### config.mk
export PLATFORM = sky130hd
export DESIGN_NAME = gelato_inst_buffer_flat
export DESIGN_NICKNAME = d
export VERILOG_FILES = /design/src/rtl/gelato_inst_buffer_if.sv /design/src/rtl/gelato_inst_buffer.sv /design/src/flat_wrapper.sv
export SDC_FILE = /design/constraint.sdc
export NUM_CORES = 1
export LEC_CHECK = 0
export CORE_AREA = 4 4 198 200
export CTS_CLUSTER_SIZE = 12
export DETAILED_ROUTE_END_ITERATION = 8
export DIE_AREA = 0 0 202 204
export PLACE_DENSITY = 0.78
export SLEW_MARGIN = 20
export SYNTH_ARGS = -nofsm -noshare
export SYNTH_HDL_FRONTEND = slang
export SYNTH_SLANG_ARGS = --single-unit
### constraint.sdc
create_clock -name clk -period 9.61 [get_ports clk]
set_input_delay 0.961 -clock clk [delete_from_list [all_inputs] [get_ports clk]]
set_output_delay 0.961 -clock clk [all_outputs]
set_load 0.01 [all_outputs]
### src/rtl/gelato_inst_buffer_if.sv
// Decode-to-issue handshake bundle for the per-warp instruction buffer.
// The producer/scheduler side takes the master modport and the buffer takes the slave modport.
interface gelato_inst_buffer_if #(
  parameter int NUM_WARPS  = 4,
  parameter int INST_WIDTH = 64
);
  localparam int WARP_W = $clog2(NUM_WARPS);

  logic                  rdy;
  logic                  fetch_req;
  logic [WARP_W-1:0]     fetch_warp;
  logic [NUM_WARPS-1:0]  can_fetch;
  logic                  push_valid;
  logic [WARP_W-1:0]     push_warp;
  logic [INST_WIDTH-1:0] push_inst;
  logic                  flush;
  logic [WARP_W-1:0]     flush_warp;
  logic [WARP_W-1:0]     issue_warp;
  logic                  issue_valid;
  logic [INST_WIDTH-1:0] issue_inst;
  logic                  issue_pop;
  logic [NUM_WARPS-1:0]  head_valid;
  logic                  overflow;

  modport master (
    output rdy, fetch_req, fetch_warp, push_valid, push_warp, push_inst,
           flush, flush_warp, issue_warp, issue_pop,
    input  can_fetch, issue_valid, issue_inst, head_valid, overflow
  );

  modport slave (
    input  rdy, fetch_req, fetch_warp, push_valid, push_warp, push_inst,
           flush, flush_warp, issue_warp, issue_pop,
    output can_fetch, issue_valid, issue_inst, head_valid, overflow
  );
endinterface

### src/rtl/gelato_inst_buffer.sv
// Per-warp decoded-instruction FIFO between decode and issue.
// Tracks in-flight fetches so that a flushed warp drops stale returns.
module gelato_inst_buffer #(
  parameter int NUM_WARPS  = 4,
  parameter int DEPTH      = 2,
  parameter int INST_WIDTH = 64
) (
  input logic clk,
  input logic rst_n,  // active-high asynchronous reset despite the name
  gelato_inst_buffer_if.slave bus
);
  localparam int WARP_W = $clog2(NUM_WARPS);
  localparam int CNT_W  = $clog2(DEPTH + 1);
  localparam int PTR_W  = (DEPTH > 1) ? $clog2(DEPTH) : 1;

  localparam logic [PTR_W-1:0] PTR_LAST  = PTR_W'(DEPTH - 1);
  localparam logic [CNT_W-1:0] CNT_ONE   = CNT_W'(1);
  localparam logic [CNT_W:0]   DEPTH_EXT = (CNT_W + 1)'(DEPTH);

  typedef struct packed {
    logic [PTR_W-1:0] rd;
    logic [PTR_W-1:0] wr;
    logic [CNT_W-1:0] occ;
    logic [CNT_W-1:0] resv;
    logic [CNT_W-1:0] drop;
  } warp_st_t;

  warp_st_t              r_st     [NUM_WARPS];
  warp_st_t              w_st_nxt [NUM_WARPS];
  logic [INST_WIDTH-1:0] r_mem    [NUM_WARPS][DEPTH];
  logic                  r_overflow;
  logic                  w_overflow_nxt;

  logic [NUM_WARPS-1:0] w_can_fetch;
  logic [NUM_WARPS-1:0] w_head_valid;
  logic [NUM_WARPS-1:0] w_fetch_hit;
  logic [NUM_WARPS-1:0] w_fetch_ok;
  logic [NUM_WARPS-1:0] w_push_hit;
  logic [NUM_WARPS-1:0] w_push_ok;
  logic [NUM_WARPS-1:0] w_flush_hit;
  logic [NUM_WARPS-1:0] w_pop_ok;
  logic [NUM_WARPS-1:0] w_wr_en;

  // Circular pointers wrap explicitly so DEPTH need not be a power of two.
  function automatic logic [PTR_W-1:0] ptr_inc(input logic [PTR_W-1:0] p);
    return (p == PTR_LAST) ? '0 : p + 1'b1;
  endfunction

  always_comb begin
    w_can_fetch  = '0;
    w_head_valid = '0;
    for (int w = 0; w < NUM_WARPS; w++) begin
      w_can_fetch[w]  = ({1'b0, r_st[w].occ} + {1'b0, r_st[w].resv}) < DEPTH_EXT;
      w_head_valid[w] = (r_st[w].occ != '0);
    end
  end

  assign bus.can_fetch   = w_can_fetch;
  assign bus.head_valid  = w_head_valid;
  assign bus.overflow    = r_overflow;
  assign bus.issue_valid = w_head_valid[bus.issue_warp];
  assign bus.issue_inst  = w_head_valid[bus.issue_warp]
                         ? r_mem[bus.issue_warp][r_st[bus.issue_warp].rd] : '0;

  // NOTE: every signal driven here gets a default before any conditional
  // assignment, so no path leaves a value held and no latch is inferred.
  always_comb begin
    w_overflow_nxt = r_overflow;
    w_fetch_hit    = '0;
    w_fetch_ok     = '0;
    w_push_hit     = '0;
    w_push_ok      = '0;
    w_flush_hit    = '0;
    w_pop_ok       = '0;
    w_wr_en        = '0;
    for (int w = 0; w < NUM_WARPS; w++) begin
      w_st_nxt[w]    = r_st[w];
      w_fetch_hit[w] = bus.fetch_req  && (bus.fetch_warp == WARP_W'(w));
      w_push_hit[w]  = bus.push_valid && (bus.push_warp  == WARP_W'(w));
      w_flush_hit[w] = bus.flush      && (bus.flush_warp == WARP_W'(w));
      w_fetch_ok[w]  = w_fetch_hit[w] && w_can_fetch[w];
      w_push_ok[w]   = w_push_hit[w]  && (r_st[w].resv != '0);
      w_pop_ok[w]    = bus.issue_pop && (bus.issue_warp == WARP_W'(w))
                     && w_head_valid[w] && !w_flush_hit[w];

      if ((w_fetch_hit[w] && !w_can_fetch[w]) || (w_push_hit[w] && !w_push_ok[w]))
        w_overflow_nxt = 1'b1;

      w_st_nxt[w].resv = r_st[w].resv - CNT_W'(w_push_ok[w]);

      if (w_flush_hit[w]) begin
        // Everything fetched before the flush is stale, including what is still in flight.
        w_st_nxt[w].rd   = '0;
        w_st_nxt[w].wr   = '0;
        w_st_nxt[w].occ  = '0;
        w_st_nxt[w].drop = w_st_nxt[w].resv;
      end else begin
        if (w_push_ok[w]) begin
          if (r_st[w].drop != '0) begin
            w_st_nxt[w].drop = r_st[w].drop - CNT_ONE;
          end else begin
            w_wr_en[w]     = 1'b1;
            w_st_nxt[w].wr = ptr_inc(r_st[w].wr);
          end
        end
        if (w_pop_ok[w])
          w_st_nxt[w].rd = ptr_inc(r_st[w].rd);
        w_st_nxt[w].occ = r_st[w].occ + CNT_W'(w_wr_en[w]) - CNT_W'(w_pop_ok[w]);
      end

      // A fetch in the flush cycle belongs to the new stream, so it is not dropped.
      w_st_nxt[w].resv = w_st_nxt[w].resv + CNT_W'(w_fetch_ok[w]);
    end
  end

  // NOTE: state registers use non-blocking assignments so every flop samples
  // the pre-edge values regardless of process ordering.
  always_ff @(posedge clk or posedge rst_n) begin
    if (rst_n) begin
      for (int w = 0; w < NUM_WARPS; w++)
        r_st[w] <= '0;
      r_overflow <= 1'b0;
    end else if (bus.rdy) begin
      for (int w = 0; w < NUM_WARPS; w++)
        r_st[w] <= w_st_nxt[w];
      r_overflow <= w_overflow_nxt;
    end
  end

  // NOTE: payload storage is deliberately not reset; occ gates every read,
  // so stale contents are never observable.
  always_ff @(posedge clk) begin
    if (bus.rdy) begin
      for (int w = 0; w < NUM_WARPS; w++)
        if (w_wr_en[w])
          r_mem[w][r_st[w].wr] <= bus.push_inst;
    end
  end
endmodule
### src/flat_wrapper.sv
// flat-port wrapper written by rule: the top's interface ports become plain ports
module gelato_inst_buffer_flat 
#(
  parameter int NUM_WARPS  = 4,
  parameter int DEPTH      = 2,
  parameter int INST_WIDTH = 64
)
  (clk, rst_n, bus_rdy, bus_fetch_req, bus_fetch_warp, bus_push_valid, bus_push_warp, bus_push_inst, bus_flush, bus_flush_warp, bus_issue_warp, bus_issue_pop, bus_can_fetch, bus_issue_valid, bus_issue_inst, bus_head_valid, bus_overflow);
  gelato_inst_buffer_if #(.NUM_WARPS(NUM_WARPS), .INST_WIDTH(INST_WIDTH)) bus_i ();
  input logic clk;
  input logic rst_n;
  input wire logic [$bits(bus_i.rdy)-1:0] bus_rdy;
  input wire logic [$bits(bus_i.fetch_req)-1:0] bus_fetch_req;
  input wire logic [$bits(bus_i.fetch_warp)-1:0] bus_fetch_warp;
  input wire logic [$bits(bus_i.push_valid)-1:0] bus_push_valid;
  input wire logic [$bits(bus_i.push_warp)-1:0] bus_push_warp;
  input wire logic [$bits(bus_i.push_inst)-1:0] bus_push_inst;
  input wire logic [$bits(bus_i.flush)-1:0] bus_flush;
  input wire logic [$bits(bus_i.flush_warp)-1:0] bus_flush_warp;
  input wire logic [$bits(bus_i.issue_warp)-1:0] bus_issue_warp;
  input wire logic [$bits(bus_i.issue_pop)-1:0] bus_issue_pop;
  output wire logic [$bits(bus_i.can_fetch)-1:0] bus_can_fetch;
  output wire logic [$bits(bus_i.issue_valid)-1:0] bus_issue_valid;
  output wire logic [$bits(bus_i.issue_inst)-1:0] bus_issue_inst;
  output wire logic [$bits(bus_i.head_valid)-1:0] bus_head_valid;
  output wire logic [$bits(bus_i.overflow)-1:0] bus_overflow;
  assign bus_i.rdy = bus_rdy;
  assign bus_i.fetch_req = bus_fetch_req;
  assign bus_i.fetch_warp = bus_fetch_warp;
  assign bus_i.push_valid = bus_push_valid;
  assign bus_i.push_warp = bus_push_warp;
  assign bus_i.push_inst = bus_push_inst;
  assign bus_i.flush = bus_flush;
  assign bus_i.flush_warp = bus_flush_warp;
  assign bus_i.issue_warp = bus_issue_warp;
  assign bus_i.issue_pop = bus_issue_pop;
  assign bus_can_fetch = bus_i.can_fetch;
  assign bus_issue_valid = bus_i.issue_valid;
  assign bus_issue_inst = bus_i.issue_inst;
  assign bus_head_valid = bus_i.head_valid;
  assign bus_overflow = bus_i.overflow;
  gelato_inst_buffer #(.NUM_WARPS(NUM_WARPS), .DEPTH(DEPTH), .INST_WIDTH(INST_WIDTH)) u_core (.clk(clk), .rst_n(rst_n), .bus(bus_i));
endmodule
# After elaboration in Yosys (flattened, before gate mapping)
# Memories as Yosys holds them, arrays and structs flattened.
# Index checks and enable logic that the tools add are counted.
dict set report totals {
  inputBits 79
  out_inout_bits 74
  ramBits 512
  mem_count 1
  register_bits 33
}
dict set report op_classes {
  n_bitwise 6
  magnitude_cmp 15
  reduce_logical 105
  muxes 94
  eq_ne 16
  addsub 32
}
# memory words word_bits rd rd_ports_with_merged_regs wr line_no
set mem_list {}
lappend mem_list {u_core.r_mem 4 128 1 0 1 gelato_inst_buffer.sv:30} ;# logic [INST_WIDTH-1:0] r_mem [NUM_WARPS][DEPTH];
# op count
set ops {}
lappend ops {{two-way mux 128 bit} 10}
lappend ops {{two-way mux 64 bit} 8}
lappend ops {{OR reduction 128 bit} 3}
lappend ops {{demux 64 bit (select 1 bit)} 4}
lappend ops {{two-way mux 1 bit} 49}
lappend ops {{nonzero test 2 bit} 24}
lappend ops {{logical AND 1 bit} 44}
lappend ops {{two-way mux 2 bit} 15}
lappend ops {{AND reduction 3 bit} 8}
lappend ops {{adder 2 x 1 -> 2 bit} 8}
lappend ops {{binary-select mux 8 bit (select 2 bit)} 1}
lappend ops {{equality test 2 bit (second input constant)} 8}
lappend ops {{two-way mux 4 bit} 4}
lappend ops {{two-way mux 8 bit} 2}
lappend ops {{subtractor 2 x 1 -> 2 bit} 8}
lappend ops {{adder 2 x 2 -> 3 bit} 4}
lappend ops {{logical NOT 1 bit} 12}
lappend ops {{less-than comparator 3 x 2 -> 1 bit (second input constant)} 4}
lappend ops {{greater-or-equal comparator 2 bit (second input constant)} 5}
lappend ops {{inverter 1 -> 2 bit} 5}
lappend ops {{AND reduction 2 bit} 5}
lappend ops {{adder 1 bit (second input constant)} 8}
lappend ops {{equality test 2 x 1 -> 1 bit (second input constant)} 4}
lappend ops {{logical NOT 2 bit} 4}
lappend ops {{other kinds (9)} 21}

# Longest topological paths before layout
# Gate-level depths: netlist of the first run.
dict set report depth {
  word_depth 13
  ltp_mapped 12
  depth_no_buf 11
}

# Worst setup path before layout of the first run
# No wires, ideal clock.
dict set report synth_timing {
  path_type {input port to flip-flop}
  from {input port bus_push_valid}
  to {memory u_core.r_mem[3][100] in the netlist's numbering (enable)}
  setup_slack_ns 3.320
  path_buffers 0
  required_ns 9.042
  stages 4
  arrival_ns 5.722
  cell_sequence {o2111ai_1 > inv_1 > nand2_1 > nor3_1}
}
dict set report synth_between {
  elab_chain_cells 12
}
# item line_no
set synth_lines {}
lappend synth_lines {{start, declared} flat_wrapper.sv:15} ;# input wire logic [$bits(bus_i.push_valid)-1:0] bus_push_valid;
lappend synth_lines {{logical AND 1 bit} gelato_inst_buffer.sv:79} ;# w_push_hit[w] = bus.push_valid && (bus.push_warp == WARP_W'(w));
lappend synth_lines {{logical AND 1 bit} gelato_inst_buffer.sv:82} ;# w_push_ok[w] = w_push_hit[w] && (r_st[w].resv != '0);
lappend synth_lines {{two-way mux 1 bit} gelato_inst_buffer.sv:98} ;# if (w_push_ok[w]) begin
lappend synth_lines {{two-way mux 1 bit (2 in series)} gelato_inst_buffer.sv:91} ;# if (w_flush_hit[w]) begin
lappend synth_lines {{two-way mux 1 bit} gelato_inst_buffer.sv:135} ;# if (w_wr_en[w])
lappend synth_lines {{two-way mux 1 bit} gelato_inst_buffer.sv:133} ;# if (bus.rdy) begin
lappend synth_lines {{two-way mux 128 bit (not written as such)} gelato_inst_buffer.sv:136} ;# r_mem[w][r_st[w].wr] <= bus.push_inst;
lappend synth_lines {{OR reduction 128 bit (no source line)} --}
lappend synth_lines {{two-way mux 2 bit (no source line) or two-way mux 128 bit (tied branches) (3 in series)} --}
lappend synth_lines {{end, declared} gelato_inst_buffer.sv:30}
# Several ways; a longest one is shown, not always the timed one. The select of a mux whose other input is x is not followed.

# Worst setup path after layout of the first run
dict set report layout_timing {
  from {input port bus_issue_warp[1]}
  to {output port bus_issue_inst[56]}
}
dict set report layout_between {
  elab_chain_cells 9
}
# item line_no
set layout_lines {}
lappend layout_lines {{start, declared} flat_wrapper.sv:20} ;# input wire logic [$bits(bus_i.issue_warp)-1:0] bus_issue_warp;
lappend layout_lines {{inverter 2 -> 3 bit (not written as such)} gelato_inst_buffer.sv:63} ;# ? r_mem[bus.issue_warp][r_st[bus.issue_warp].rd] : '0;
lappend layout_lines {{binary-select mux 8 bit (select 2 bit)} gelato_inst_buffer.sv:63}
lappend layout_lines {{two-way mux 8 bit (not written as such) (2 in series)} gelato_inst_buffer.sv:63}
lappend layout_lines {{inverter 1 -> 2 bit (not written as such)} gelato_inst_buffer.sv:63}
lappend layout_lines {{two-way mux 64 bit (not written as such) (3 in series)} gelato_inst_buffer.sv:63}
lappend layout_lines {{two-way mux 64 bit *} gelato_inst_buffer.sv:63}
lappend layout_lines {{end, declared} flat_wrapper.sv:24} ;# output wire logic [$bits(bus_i.issue_inst)-1:0] bus_issue_inst;
# Mark *: on every way between the ends. The rest lies on a longest branch, timed or not. The select of a mux whose other input is x is not followed.

==> impl_results.md, run 1 <==
- Worst R2R Start: u_core.r_st[8]
- WL/cell: 24.2 microns
- Worst Setup End Kind: output port
- Leak pwr: 0.00850 uW
- GP Congestion: just under 0.8
- Crit path cell chain: buf_4 -> buf_4 -> buf_4 -> mux4_2 -> nand2_1 -> a21oi_2 -> clkdlybuf4s50_1
- Crit-path leading delay family: buffers and inverters
- Status: completed
- CTS Hold Bufs: 0
- I/O Buffers: approximately 150
- Pwr dens: about 230 nW/um^2
- Final Hold Fails: 0
- Area Growth Syn to Fin: 15.7%
- ANT nets after route: 0
- Crit path launch: bus_issue_warp[1]
- Crit path time final: ~5100 ps
- Vias/cell: 5.99
- CP max FO: 67
- End point of the critical path: bus_issue_inst[56]
- Max Cap Violations: 0
- Crit-path most repeated cell: buf_4
- Area leader, netlist: edfxtp_1
- Worst Clk Skew: around 16 ps
- Worst IR Drop VDD: ~230 uV
- Hold Path Class: reg2reg
- Die height: between 200 and 250 microns
- Data required, critical path: 8650 ps
- Max Freq: just under 0.2 GHz
- Internal: 4360 uW
- Main synth FF type: edfxtp_1
- Dpl ws: about 4500 ps
- Antenna violations before repair: 4
- Most frequent cells after synthesis: edfxtp_1, nand2_1, mux4_2, a21oi_2, inv_1
- #FFs+latches synth: 545
- Number of synthesized flops with an enable pin: 512
- DR pass1 iterations: 5
- Core Region: about 37,000 sq um
- Hpwl dp: 24,100 microns
- Sw Pwr: 1650 uW
- Hold-critical path depth: 1
- Share of the synthesized area in the top cell type: between 60 and 70%
- Rel. slew slack: 29.1%
- Gate power share: 22.2%
- Setup ws final: 4490 ps
- Gates resized, CTS repair: 0
- Htree depth: 2
- Total die area: just over 40,000 sq um
- CTS max path bufs: 3
- Max stage delay on crit path: 880 ps
- Sequential power share: 46.1%
- Largest net degree at the start of global routing: 68
- Yosys cell types: 54
- Post-Syn Area: around 22,000 sq um
- Worst slew pin tran: 1060 ps
- Setup tns final: 0 ps
- Avg Inst Size Synth: 18.8 sq um
- Post-CTS Setup Inserts: 0
- RSZ-0062 raised after global routing: no
- Most frequent cell after synthesis: edfxtp_1
- Number of DRC markers in iteration 0: between 1,000 and 1,500
- YS warnings: 0
- Die W: 202 microns
- WL final: 45,800 microns
- Sw Share: 27.5%
- CP Depth: 7
- Final period utilization: 53.3%
- FFs w/ async S/R, synth: ~6.1%
- GRT Total Usage: between 20% and 30%
- Layout cell share with drive strength beyond 1: roughly 20%
- Clk slew on worst S/H paths: roughly 60 ps
- Worst endpoint data arrival time: 4160 ps
- Critical path launch point type: input pin
- Area contributors post-synth: edfxtp_1, mux4_2, dfrtp_1
- CTS tree: built
- Clock Power Share: 31.7%
- Register area share after synthesis: 73.0%
- R2R Setup Slk: 6570 ps
- Worst skew pair latency: 570 ps
- Net count, final: 1,453
- Crit path buf inv count: 4
- I/O pins: around 150
- Root Buffer: clkbuf_16
- Via count: 11,300
- Cells after Synth: about 1,200
- Setup violators final: 0
- Clock sinks: 545
- Cell Rows: 71
- Reg2Reg Depth: 7
- Pins Over Slew Limit: 0
- Vias in the first global route: 12,000
- CTS Buf Count: 54
- Remaining global-route overflow: 0
- Crit Path Class: in2out
- CP max-delay cell: buf_4
- Net Count, Synth: roughly 1,300
- Reg-to-reg critical path endpoint: u_core.r_mem[2][66]
- DRC Markers: 0
- Initial core utilization: 59.3%
- First-pass GRT wire length: around 71,000 microns
==> layout by cell type, fill, tap and decap left out, types with 7 or more instances in the layout <==
cell type | netlist | layout
mux4_2 | 131 | 130
nand3_1 | 7 | 7
a21oi_1 | 19 | 19
a21oi_2 | 49 | 49
buf_4 | 1 | 20
nor2_1 | 21 | 21
ha_1 | 20 | 20
xnor2_1 | 8 | 8
clkdlybuf4s50_1 | 0 | 150
inv_1 | 46 | 46
xor2_1 | 8 | 8
edfxtp_1 | 512 | 512
clkbuf_1 | 10 | 21
nor3_1 | 11 | 9
dfrtp_1 | 33 | 33
clkbuf_16 | 0 | 57
o21ai_0 | 23 | 23
nand2_1 | 163 | 163
==> metrics by stage <==
step	utilization (%)	cell area (sq um)	hold slack, ps	power [uW]	std cells
floorplan	-	22200	458	3590	1180
global placement	64.4	24100	453	4130	1805
detailed placement	64.4	24100	482	4170	1805
CTS	68.6	25700	498	6070	1892
global route	68.6	25700	519	6280	1893
finish	68.6	25700	496	6010	1894
==> registers in the layout, indices dropped and copies added, names as in the netlist <==
name	count
u_core.bus.overflow	1
u_core.r_st	32
u_core.r_mem	512
==> logic make-up after synthesis <==
group                      after synthesis  share of synthesized area [%]
DFF                                    545                           73.0
adders and majority gates               24                           1.49
xor gates and xnor gates                16                          0.632
AOI/OAI and AO/OA                      117                           3.72
muxes                                  139                           13.8
and+or+nand+nor                        233                           4.55
buffers and inverters                  106                           2.78
==> how the worst min path moves through the flow <==
stage,from,end
2_1_floorplan,u_core.r_st[9],u_core.r_st[9]
6_report,u_core.r_st[17],u_core.r_st[17]
3_5_place_dp,u_core.bus.overflow,u_core.bus.overflow
5_1_grt,u_core.bus.overflow,u_core.bus.overflow
4_1_cts,u_core.bus.overflow,u_core.bus.overflow
3_3_place_gp,u_core.bus.overflow,u_core.bus.overflow
==> worst reg2reg max path, stage by stage (launching register included) <==
cell     delay [ps]
dfrtp_1         380
inv_1            80
ha_1            180
inv_1            50
nor3_1          330
nor2b_1         270
nor2b_4         490
buf_4           840
==> area by class of cell <==
type / count / area (sq um)
Fill cell: 2363 / 11700
Multi-Input combinational cell: 529 / 5410
Clock inverter: 7 / 37.5
Clock buffer: 80 / 1530
Inverter: 49 / 184
Sequential cell: 545 / 16200
Tap cell: 511 / 639
Antenna cell: 2 / 5.00
Timing Repair Buffer: 171 / 1670
==> power groups by stage <==
stage | clock network [uW] | registers [uW] | logic, uW
3_5_place_dp | 0 | 2820 | 1350
6_report | 1900 | 2770 | 1340
4_1_cts | 1940 | 2770 | 1360
2_1_floorplan | 0 | 2800 | 793
5_1_grt | 2040 | 2780 | 1460
3_3_place_gp | 0 | 2810 | 1320
==> layer usage <==
metal	wire [microns]	up-vias	global-route usage (%)
met3	3530	73	4.49
met2	23100	450	37.7
met1	18300	5850	31.6
met5	32	-	0
met4	810	6	5.37
li1	-	4957	-
Power figures use the tool's default switching activity.
==> inputs of run 2 (changes only) <==
--- a/config.mk
+++ b/config.mk
@@ -5,11 +5,11 @@
 export SDC_FILE = /design/constraint.sdc
 export NUM_CORES = 1
 export LEC_CHECK = 0
-export CORE_AREA = 4 4 198 200
+export CORE_AREA = 4 4 210 212
 export CTS_CLUSTER_SIZE = 12
 export DETAILED_ROUTE_END_ITERATION = 8
-export DIE_AREA = 0 0 202 204
-export PLACE_DENSITY = 0.78
+export DIE_AREA = 0 0 214 216
+export PLACE_DENSITY = 0.73
 export SLEW_MARGIN = 20
 export SYNTH_ARGS = -nofsm -noshare
 export SYNTH_HDL_FRONTEND = slang
==> constraint.sdc (replaced) <==
create_clock -name clk -period 4.3 [get_ports clk]
set_input_delay 0.43 -clock clk [delete_from_list [all_inputs] [get_ports clk]]
set_output_delay 0.43 -clock clk [all_outputs]
set_load 0.01 [all_outputs]
==> impl_results.md, run 2 (synthesized netlist as in run 1, its figures left out) <==
- CP max-delay cell: mux4_4
- GRT Total Usage: about 20%
- Remaining global-route overflow: 0
- Rel. slew slack: 45.1%
- Max stage delay on crit path: 900 ps
- CTS Hold Bufs: 0
- Filler cells: 2,916
- Max Freq: 0.273 GHz
- Data required, critical path: 3870 ps
- Die W: about 210 microns
- RSZ-0062 raised after global routing: no
- Worst IR Drop VDD: 526 uV
- Vias in the first global route: 11,900
- Most frequent cells in the layout: edfxtp_1, nand2_1, clkdlybuf4s50_1, mux4_2, clkbuf_16
- Hold Path Class: in2async
- Largest net degree at the start of global routing: 98
- Max Cap Violations: 0
- Pins Over Slew Limit: 0
- Non-filler cells, final: 1,942
- Crit path cell chain: nor2_1 -> mux4_4 -> buf_4 -> a21oi_2 -> clkdlybuf4s50_1
- Final period utilization: 85.1%
- Htree depth: 2
- Worst Clk Skew: 17.7 ps
- Hpwl dp: 25,800 microns
- Area Growth Syn to Fin: 17.6%
- Total die area: about 46,000 sq um
- Setup violators final: 0
- ANT nets after route: 0
- WL final: roughly 46,000 microns
- Cell Rows: 75
- Die height: between 200 and 250 microns
- Area of the multi-input gates: 5420 sq um
- Antenna violations before repair: 6
- Crit Path Class: reg2out
- Storage cell area: between 15,000 and 20,000 sq um
- Final Hold Fails: 0
- Core Region: ~42,000 sq um
- Critical path launch point type: flip-flop
- Worst Setup End Kind: output port
- CTS tree: built
- Crit path time final: 3660 ps
- CTS max path bufs: 3
- WL/cell: 23.7 microns
- Max reg flops: 512
- Worst hold slack: 250 ps
- Root Buffer: clkbuf_16
- First-pass GRT wire length: roughly 72,000 microns
- Worst slew pin tran: 823 ps
- Net count, final: 1,467
- Most common cell after layout, fill and taps aside: edfxtp_1
- Worst skew pair latency: 590 ps
- DRC Markers: 0
- Vias/cell: 5.83
- Clock sinks: 545
- CP max FO: 27
- Number of DRC markers in iteration 0: 914
- Post-Route Utilization: 62.2%
- DR pass1 iterations: 5
- Setup ws final: ~640 ps
- Via count: roughly 11,000
- Post-CTS Setup Inserts: 0
- Layout cell share with drive strength beyond 1: 21.4%
- Clk slew on worst S/H paths: 60 ps
- Pwr dens: 524 nW/um^2
- Leak pwr: roughly 0.0087 uW
- Setup tns final: 0 ps
- I/O Buffers: around 150
- I/O pins: 153
- Status: completed
- CTS Buf Count: 56
- Dpl cells: 1,845
- Gates resized, CTS repair: 0
- Dpl ws: 952 ps
- Initial core utilization: 52.9%
- Worst endpoint data arrival time: 3230 ps
- GP Congestion: 0.788
[run 2: cell types whose count changed in the layout (fill, tap and decap cells not counted), sizes merged]
cell	delta
clkinvlp	+2
buf	+12
clkbuf	-4
inv	+2
bufinv	+2
clkinv	+6
[run 2: worst max-delay path, delay by kind of cell, from the launching register on]
kind	cells	cell delay [ps]
AND/OR/NAND/NOR	1	130
multiplexers	1	900
buffers and inverters	2	970
AO/OA/AOI/OAI	1	220
flip-flops	1	380
[run 2: per-layer routing]
| layer | track usage [%] | wire [microns] | vias to the layer above |
|---|---|---|---|
| met5 | 0 | 60 | - |
| met4 | 5.64 | 967 | 8 |
| met3 | 4.25 | 2890 | 69 |
| met2 | 32.8 | 22700 | 369 |
| met1 | 28.3 | 19400 | 5892 |
| li1 | - | - | 4990 |
[run 2: worst paths after layout]
check,slack [ps],cells after the start,startpoint,endpoint
max,640,5,u_core.r_st[28],bus_issue_inst[9]
min,250,3,rst_n,u_core.bus.overflow
max reg2reg,1760,7,u_core.r_st[8],u_core.r_mem[2][10]
min reg2reg,490,2,u_core.bus.overflow,u_core.bus.overflow
max in group asynchronous,3720,3,rst_n,u_core.r_st[8]
min in group clk,430,3,bus_issue_warp[1],u_core.r_st[7]
[run 2: stage by stage]
step                instance area (sq um)  total power, uW
finish                              26100            13700
CTS                                 26100            13800
detailed placement                  24400             9350
global placement                    24400             9310
floorplan                           22200             8030
global route                        26100            14300
[run 2: area by class of cell]
cell class	instances	area share (%)
sequential	545	62.1
multi-input combinational	529	20.8
timing repair buffer	183	7.37
clock buffer	76	5.86
tap	539	2.59
inverter	49	0.705
clock inverter	19	0.561
antenna	2	0.0192
[run 2: power breakdown]
part           internal, uW  switching (uW)
clock network          2580            1880
logic                  1300            1720
registers              6040             152
==> inputs of run 3 (changes only) <==
--- a/config.mk
+++ b/config.mk
@@ -5,11 +5,11 @@
 export SDC_FILE = /design/constraint.sdc
 export NUM_CORES = 1
 export LEC_CHECK = 0
-export CORE_AREA = 4 4 210 212
+export CORE_AREA = 4 4 241 243
 export CTS_CLUSTER_SIZE = 12
 export DETAILED_ROUTE_END_ITERATION = 8
-export DIE_AREA = 0 0 214 216
-export PLACE_DENSITY = 0.73
+export DIE_AREA = 0 0 245 247
+export PLACE_DENSITY = 0.58
 export SLEW_MARGIN = 20
 export SYNTH_ARGS = -nofsm -noshare
 export SYNTH_HDL_FRONTEND = slang
==> impl_results.md, run 3 (synthesized netlist as in run 1, its figures left out) <==
- GRT Total Usage: 16.6%
- Root Buffer: clkbuf_16
- Cell Rows: 87
- Htree depth: 2
- CTS Hold Bufs: 0
- End point of the critical path: bus_issue_inst[60]
- WL/cell: 22.8 microns
- Max stage delay on crit path: around 1100 ps
- Clock sinks: 545
- Reg2Reg Depth: 7
- Max Freq: 0.252 GHz
- Worst IR Drop VDD: 324 uV
- Final period utilization: 92.4%
- Rel. slew slack: 30.5%
- First-pass GRT wire length: 75,500 microns
- Antenna violations before repair: 7
- Initial core utilization: 39.6%
- Pins Over Slew Limit: 0
- I/O pins: 153
- Setup violators final: 0
- ANT nets after route: 0
- Total die area: slightly above 60,000 sq um
- Most frequent cells in the layout: edfxtp_1, nand2_1, clkdlybuf4s50_1, mux4_2, clkbuf_16
- Vias in the first global route: 11,900
- Number of DRC markers in iteration 0: roughly 720
- Remaining global-route overflow: 0
- Pwr dens: 524 nW/um^2
- Placed Area: 24,700 sq um
- Worst endpoint data arrival time: 3540 ps
- Setup tns final: 0 ps
- Hold Path Class: in2reg
- Die height: around 250 microns
- Max reg flops: 512
- Non-filler cells, final: 2,169
- R2R Setup Slk: approximately 1800 ps
- Clk slew on worst S/H paths: about 60 ps
- Leak pwr: about 0.0087 uW
- Core Region: 56,000 sq um
- Status: completed
- Worst R2R Start: u_core.r_st[8]
- Dpl cells: 2,067
- Layout cell share with drive strength beyond 1: 21.8%
- CTS tree: built
- I/O Buffers: 152
- Crit path time final: 3970 ps
- Gates resized, CTS repair: 0
- Crit path cell chain: nor2_1 -> mux4_4 -> buf_4 -> a21oi_2 -> clkdlybuf4s50_1
- Most common cell after layout, fill and taps aside: edfxtp_1
- Via count: roughly 11,000
- Filler cells: 4,805
- Max Cap Violations: 0
- RSZ-0062 raised after global routing: no
- Worst skew pair latency: a little under 600 ps
- Critical path launch point type: flip-flop
- Largest net degree at the start of global routing: 95
- Die W: 245 microns
- Worst Setup End Kind: output port
- Vias/cell: 5.18
- Area Growth Syn to Fin: 19.1%
- Final Instance Area: 26,400 sq um
- Net count, final: between 1,000 and 1,500
- Worst Clk Skew: 8.73 ps
- CTS Buf Count: 57
- WL final: 49,600 microns
- DR pass1 iterations: 4
- Crit Path Class: reg2out
- Data required, critical path: around 3900 ps
- Worst hold slack: 232 ps
- CTS max path bufs: 3
- CP max FO: 50
- CP max-delay cell: mux4_4
- Post-CTS Setup Inserts: 0
- Hpwl dp: between 20,000 and 30,000 microns
- Overall power: around 14,000 uW
- Reg-to-reg critical path endpoint: u_core.r_mem[2][61]
- DRC Markers: 0
- Final Hold Fails: 0
- Crit path launch: u_core.r_st[29]
- Worst slew pin tran: 1040 ps
- GP Congestion: 0.754
-- run 3: cell count changes in the layout (fill, tap and decap cells not counted), sizes merged --
cell and delta:
buf +5, bufinv -1, clkbuf +1, clkinv +7, diode -1, inv -1
-- run 3: area by class of cell --
class	instances	area, sq um	area share [%]
Antenna cell	1	2.50	0.00948
Clock buffer	77	1530	5.80
Clock inverter	24	166	0.630
Inverter	49	184	0.696
Multi-Input combinational cell	529	5420	20.5
Sequential cell	545	16200	61.3
Tap cell	756	946	3.58
Timing Repair Buffer	188	1960	7.42
-- run 3: worst min path at each step --
stage	start	slack [ps]	endpoint	depth (start not counted)
global route	bus_issue_warp[0]	240	u_core.r_st[7]	3
floorplan	u_core.r_st[9]	460	u_core.r_st[9]	1
CTS	bus_issue_warp[0]	200	u_core.r_st[7]	3
global placement	u_core.bus.overflow	460	u_core.bus.overflow	2
finish	bus_issue_warp[0]	230	u_core.r_st[7]	3
detailed placement	u_core.bus.overflow	460	u_core.bus.overflow	2
-- run 3: metrics by stage --
stage          setup slack (ps)  util [%]
2_1_floorplan               501         -
3_3_place_gp                676      44.2
3_5_place_dp                690      44.2
4_1_cts                     235      47.2
5_1_grt                     179      47.2
6_report                    328      47.2
-- run 3: per-layer routing --
metal | global-route usage, % | wire (microns) | vias to the layer above
met4 | 3.88 | 848 | 10
met2 | 27.1 | 24200 | 233
met3 | 3.45 | 2550 | 76
met1 | 23.1 | 21900 | 5891
met5 | 0 | 61 | -
li1 | - | - | 5016
-- run 3: power by group --
part / total, uW / switching [uW] / internal (uW) / leakage, uW
sequential: 6190 / 149 / 6040 / 0.00502
clock: 4510 / 1960 / 2550 / 0.000824
combinational: 3140 / 1810 / 1330 / 0.00286
total: 13800 / 3910 / 9910 / 0.00870
-- run 3: critical path: cells and delay by family (launching register included) --
family / cells / cell delay [ps]
DFF: 1 / 390
and+or+nand+nor: 1 / 330
buffers and inverters: 2 / 980
muxes: 1 / 1100
AOI/OAI and AO/OA: 1 / 100
